### config.mk
export PLATFORM = sky130hd
export DESIGN_NAME = lab9_soc_pio_edge
export DESIGN_NICKNAME = d
export VERILOG_FILES = /design/src/rtl/lab9_soc_pio_edge.sv
export SDC_FILE = /design/constraint.sdc
export NUM_CORES = 1
export LEC_CHECK = 0
export BUFFER_PORTS_ARGS = -buffer_cell sky130_fd_sc_hd__buf_2
export CAP_MARGIN = 20
export CORE_ASPECT_RATIO = 1.75
export CORE_UTILIZATION = 30
export CTS_CLUSTER_SIZE = 12
export DETAILED_ROUTE_END_ITERATION = 8
export GPL_TIMING_DRIVEN = 0
export SYNTH_ARGS = -nofsm -noshare
export SYNTH_HDL_FRONTEND = slang
export SYNTH_SLANG_ARGS = --single-unit
### constraint.sdc
create_clock -name clk -period 1.3 [get_ports clk]
set_input_delay 0.195 -clock clk [delete_from_list [all_inputs] [get_ports clk]]
set_output_delay 0.195 -clock clk [all_outputs]
set_load 0.02 [all_outputs]
### src/rtl/lab9_soc_pio_edge.sv
// Avalon-MM PIO with registered output port, synchronized input port,
// per-bit edge capture and a maskable level interrupt.
module lab9_soc_pio_edge #(
  parameter int          WIDTH       = 16,
  parameter logic [31:0] RESET_VALUE = 32'h0,
  parameter int          EDGE_TYPE   = 0,
  parameter int          SYNC_STAGES = 2
) (
  input  logic             clk,
  input  logic             reset_n,
  input  logic [2:0]       address,
  input  logic             chipselect,
  input  logic             write_n,
  input  logic [31:0]      writedata,
  output logic [31:0]      readdata,
  input  logic [WIDTH-1:0] in_port,
  output logic [WIDTH-1:0] out_port,
  output logic             irq
);

  localparam logic [2:0] PRIME_END = 3'(SYNC_STAGES + 1);

  logic [WIDTH-1:0] sync_q [SYNC_STAGES];
  logic [WIDTH-1:0] sync_in;
  logic [WIDTH-1:0] sync_d_q;
  logic [WIDTH-1:0] data_q, data_d;
  logic [WIDTH-1:0] mask_q, mask_d;
  logic [WIDTH-1:0] cap_q, cap_d;
  logic [WIDTH-1:0] edge_w, clr_w, wdat, rd_w;
  logic [2:0]       prime_q, prime_d;
  logic [31:0]      rdata_q, rdata_d;
  logic             primed, wr;
  logic             unused_wd;

  assign sync_in   = sync_q[SYNC_STAGES-1];
  assign wdat      = writedata[WIDTH-1:0];
  assign unused_wd = ^writedata;
  assign wr        = chipselect & ~write_n;
  assign primed    = (prime_q == PRIME_END);

  // Edges are ignored until the synchronizer chain has flushed reset zeros.
  always_comb begin
    edge_w = '0;
    if (primed) begin
      unique case (EDGE_TYPE)
        0:       edge_w = sync_in & ~sync_d_q;
        1:       edge_w = ~sync_in & sync_d_q;
        default: edge_w = sync_in ^ sync_d_q;
      endcase
    end
  end

  always_comb begin
    data_d = data_q;
    mask_d = mask_q;
    clr_w  = '0;
    if (wr) begin
      unique case (address)
        3'd0, 3'd1: data_d = wdat;
        3'd2:       mask_d = wdat;
        3'd3:       clr_w  = wdat;
        3'd4:       data_d = data_q | wdat;
        3'd5:       data_d = data_q & ~wdat;
        default:    ;
      endcase
    end
    // A new edge overrides a simultaneous clear of the same bit.
    cap_d   = (cap_q & ~clr_w) | edge_w;
    prime_d = primed ? prime_q : prime_q + 3'd1;
  end

  always_comb begin
    rd_w = '0;
    unique case (address)
      3'd0:    rd_w = sync_in;
      3'd1:    rd_w = data_q;
      3'd2:    rd_w = mask_q;
      3'd3:    rd_w = cap_q;
      default: rd_w = '0;
    endcase
    rdata_d = 32'(rd_w);
  end

  always_ff @(posedge clk or negedge reset_n) begin
    if (!reset_n) begin
      for (int i = 0; i < SYNC_STAGES; i++) sync_q[i] <= '0;
      sync_d_q <= '0;
    end else begin
      sync_q[0] <= in_port;
      for (int i = 1; i < SYNC_STAGES; i++) sync_q[i] <= sync_q[i-1];
      sync_d_q <= sync_in;
    end
  end

  always_ff @(posedge clk or negedge reset_n) begin
    if (!reset_n) begin
      data_q  <= RESET_VALUE[WIDTH-1:0];
      mask_q  <= '0;
      cap_q   <= '0;
      prime_q <= '0;
      rdata_q <= '0;
    end else begin
      data_q  <= data_d;
      mask_q  <= mask_d;
      cap_q   <= cap_d;
      prime_q <= prime_d;
      rdata_q <= rdata_d;
    end
  end

  assign readdata = rdata_q;
  assign out_port = data_q;
  assign irq      = |(cap_q & mask_q);

endmodule

# Word-level counts from Yosys, hierarchy flattened
# Cells that the tools add are included.
# totals
regBits	115
output_inout_bits	49
elab_cells	37
# op_classes
n_reduce_logical	6
n_eq_ne	6
n_mux	5
n_addsub	1
bitwise_logic	11
# ops
operator	count
$and A16 B16 Y16	4
$pmux W16 S4	1
$mux W16	3
$not A16 Y16	3
$pmux W16 S3	1
$or A16 B16 Y16	2
$reduce_or A16 Y1	1
$eq A3 B2 Y1 const B	3
$eq A3 B3 Y1 const B	2
$reduce_and A2 Y1	2
$add A3 B1 Y3 const B	1
$eq A3 B1 Y1 const B	1
$logic_not A3 Y1	1
$reduce_bool A3 Y1	1
$reduce_or A2 Y1	1
$and A1 B1 Y1	1
$not A1 Y1	1

# Longest topological paths before layout
# logic_depth
ltp_word	6
mapped_depth	6

# Least setup slack after synthesis
# OpenSTA, ideal clock, no wires.
# synth_timing
path_kind	reg2reg
start	register prime_q[0]
end	register cap_q[10]
setup_slack_ns	-0.073
n_path_buf	2
path_stages_with_launch	7
setup_ns	0.083
t_arrival_ns	1.290
path_cell_list	dfrtp_1 > ha_1 > ha_1 > clkbuf_1 > buf_2 > nand2_1 > o21ai_0
# synth_via
elab_chain_cells	3
# synth_rtl
item	line	source
start, declared	30	logic [2:0] prime_q, prime_d;
start signal, assigned	106	prime_q <= prime_d;
$eq A3 B2 Y1	39	assign primed = (prime_q == PRIME_END);
$mux W16	44	if (primed) begin
$or A16 B16 Y16	68	cap_d = (cap_q & ~clr_w) | edge_w;
net cap_d[10]	28	logic [WIDTH-1:0] cap_q, cap_d;
end signal, assigned	105	cap_q <= cap_d;
end, declared	28	
# The timed path passes the listed nets, and every way through them passes these cells.
# A chain may end at the register's enable or synchronous reset.

# Worst setup path in the final report
# layout_timing
start	register cap_q[13]
end	output irq
# layout_via
elab_chain_cells	2
# layout_rtl
item	line	source
$and A16 B16 Y16	113	assign irq = |(cap_q & mask_q);
$reduce_or A16 Y1	113	
end, declared	18	output logic irq
# No other way between the ends.

==> flow_results.org <==
** Status
- Run status :: complete, but fails checks
- Violations in the final reports :: negative setup slack

** Critical path
- At the worst endpoint, the arrival time is 1.81 ns.
- The worst setup path is of the reg -> out kind.
- Of all nets on the critical path, the largest fanout is 2.
- Broken down by cell family, the worst path's largest delay share belongs to compound AO/OA/AOI/OAI gates.
- For this design, the slowest cell found on the critical path is dfrtp_1.
- Critical Path End Type :: output pin
- Together, buffers and inverters on the worst path number 1.
- CP Launch Type :: flop
- Max incr delay on CP :: 0.39 ns
- The signal on the critical path passes through a22o_1 > a221oi_2 > nand4_1 > buf_4.
- At the worst endpoint, the required time is 1.11 ns.

** Yosys
- Yosys top cell by area :: dfrtp_1
- Synth Flop Type :: dfrtp_1
- Register bit total from synthesis :: 115
- Post-Syn Instances :: 347
- Counting flops with an async set or reset pin after synthesis yields a share of 100%.
- Post-Synthesis Cell Area :: 0.00459 mm2
- Share of the synthesized area in the top cell type :: 62.7%
- The number of different library cells used by synthesis comes to 30.
- Mean cell area of the mapped netlist :: 13.2 um2
- Ranking of synthesized cells by area :: dfrtp_1 63%, mux4_2 7.4%, o21ai_0 5.0%
- Proportion of synthesized chip area in sequential cells :: 62.7%
- Yosys mapped a number of flops with a built-in enable equal to 0.
- For this run, the number of Yosys warnings is 0.

** STA
- Setup repair after global routing could not meet its margin everywhere.
- Final period util :: 154%
- The count of final max-slew check failures came to 0.
- The hold violation total from the final report came to 0.
- Min cycle time layout :: 2.00 ns
- The worst pin sits at a relative slew slack of 55.5%.
- Across all hold checks on the routed design, the worst slack comes to 0.0711 ns.
- Once routing completed, OpenROAD measured the worst setup slack at -0.702 ns.
- Count of final setup violators :: 1
- For the pin with the worst max-slew slack, the measured transition is 0.667 ns.
- Based on the critical path, the design can be clocked at up to 500 MHz.
- The clock arrives with 0.00596 ns of skew.

** Global route
- Number of global-route vias before repair :: 3,515
- Antenna violations before repair :: 0
- Maximum number of pins on one net before global-route repair :: 74
- First-pass GRT wire length :: 19.6 mm
- Summed over all layers, the global routing overflow is 0.
- Global routing used 17.0% of the available tracks.

** Die
- For this design the top-level I/O count stands at 104.
- Area of the core :: 0.0149 mm2
- The floorplan step defined a die boundary enclosing 0.0158 mm2.
- From bottom edge to top edge, the die measures 166 um.
- Width of the chip :: 95.5 um
- Site Rows :: 59
- Initial standard-cell utilization of the core :: 30.8%

** Clock tree
- H-tree levels :: 4
- Counting the buffers created by CTS gives 17.
- Worst-Skew Late Latency :: 0.41 ns
- CTS tree :: built
- Deepest clock path buffer count :: 2
- Counting every sink on the clock net gives 115.
- Clock-pin slew was measured on the worst setup and hold paths at 0.05 ns.
- Root Driver :: clkbuf_16

** Routing
- Detailed routing inserted a total of 3,267 vias.
- Remaining antenna violation count :: 0
- Number of optimization iterations in the first detailed-route pass :: 5
- For this block, the initial DRC count from the detailed router was 234.
- Post-route DRC violation count :: 0
- Wire per inst :: 18.5 um
- Average via count per standard cell :: 4.87
- Total wire length after detailed routing :: 12.4 mm

** Placement
- Placed wire-length estimate :: 8.30 mm
- Routability-driven placement finished with a final weighted congestion of 0.791.
- Number of cells after detailed placement :: 616
- During placement, the flow inserted port buffers numbering 70.

** Cells and area
- Layout cells sized above 1 :: 36.7%
- The number of antenna diodes in the final layout is 0.
- Net total in the final layout :: 532
- Excluding fillers, the count of instances in the completed layout stands at 671.
- From synthesis to final layout, the design area changed by 35.7%.

** Power and ir drop
- Leak pwr :: 2.83 nW
- The worst-case IR drop observed on VDD is 827 uV.
- Total power divided by cell area :: 1730 mW/mm2

** Flow run
- Max-cap violations in this run came to 0.

** Hold path
- The path class of the tightest hold or removal check is in -> reg.
logic make-up after synthesis:
kind of cell / count (synthesis) / synth area share (%)
buffers and inverters: 37 / 5.75
other: 1 / 0.0817
adders and majority gates: 2 / 0.545
xor gates and xnor gates: 1 / 0.191
AOI/OAI and AO/OA: 84 / 9.81
muxes: 34 / 12.3
DFF: 115 / 62.7
and+or+nand+nor: 73 / 8.64
stage by stage:
step	setup TNS, ns	setup slack, ns	utilization (%)	area [um2]	power (mW)
global route	-0.708	-0.684	41.8	6230	11.2
floorplan	0	0.00259	-	4670	5.07
detailed placement	-10.95	-0.387	35.4	5280	5.67
global placement	-150.69	-1.24	35.2	5250	5.59
CTS	-0.657	-0.657	41.7	6220	10.8
finish	-0.702	-0.702	41.8	6230	10.8
what timing repair did:
item | CTS | global route
resized for setup | 12 | 4
setup buffers | 5 | 2
cloned | 1 | 0
hold buffers | 17 | 0
endpoints found under the setup margin | 12 | 19
pin swaps | 2 | 0
hold endpoints to repair | 58 | 0
worst paths after layout:
| kind | startpoint | endpoint | slack [ns] | cells after the start |
|---|---|---|---|---|
| worst max-delay path | cap_q[13] | irq | -0.70 | 4 |
| worst min-delay path | writedata[15] | mask_q[15] | 0.07 | 2 |
| worst max register to register | prime_q[0] | cap_q[8] | 0.01 | 5 |
| worst min register to register | sync_q[21] | sync_in[5] | 0.35 | 0 |
| max in group asynchronous | reset_n | cap_q[6] | 0.20 | 3 |
| min in group asynchronous | reset_n | sync_in[11] | 0.33 | 2 |
final cells by class:
class	instances	area (um2)
fill	1404	8680
sequential	115	2880
multi-input combinational	210	1550
timing repair buffer	95	638
clock buffer	23	498
buffer	35	287
tap	183	229
clock inverter	9	149
inverter	1	3.75
cell usage in the layout (no fill, tap or decap), types with 2 or more instances in the layout:
cell | synthesis | routed
nor2b_1 | 8 | 7
o21ai_0 | 46 | 44
buf_12 | 0 | 2
clkbuf_16 | 0 | 18
nor2b_4 | 1 | 2
bufinv_16 | 0 | 4
buf_6 | 3 | 4
dfrtp_1 | 115 | 115
conb_1 | 1 | 16
mux2_2 | 17 | 17
buf_2 | 6 | 73
nand2_1 | 33 | 33
and2b_1 | 7 | 7
clkbuf_8 | 2 | 6
a22o_1 | 4 | 4
nand3_1 | 17 | 17
a21oi_1 | 30 | 30
o21ai_1 | 0 | 2
buf_4 | 17 | 23
dlygate4sd3_1 | 0 | 17
mux4_2 | 15 | 15
a221oi_2 | 0 | 3
clkbuf_1 | 7 | 7
buf_16 | 0 | 2
clkinv_2 | 0 | 4
nand3b_1 | 2 | 2
sequential cells by signal (all words and copies together) (netlist names):
register	count
sync_d_q	16
mask_q	16
out_port	16
prime_q	3
sync_in	16
readdata	16
cap_q	16
sync_q	16
power by group:
group          switching [mW]  internal [mW]  leakage [nW]
combinational           0.784          0.670          1.19
sequential              0.280           3.96          1.32
clock                    1.61           3.45         0.323
total                    2.67           8.08          2.83
layer usage:
layer  GRT usage [%]  vias up  wire length, um
li1                -     1459                -
met1            18.5     1637             4510
met2            29.0      138             6730
met3            4.82       33              676
met4            9.41        0              503
met5               0        -                0
synthesized netlist by cell type, types with 2 or more instances:
master	n
mux4_2	15
nand2_1	33
nand3b_1	2
buf_6	3
and2b_1	7
nand3_1	17
a22o_1	4
clkbuf_1	7
clkbuf_8	2
dfrtp_1	115
mux2_2	17
nor2b_1	8
ha_1	2
buf_2	6
a221oi_1	4
buf_4	17
a21oi_1	30
o21ai_0	46
Note: power is estimated with default switching activity, not from simulation.
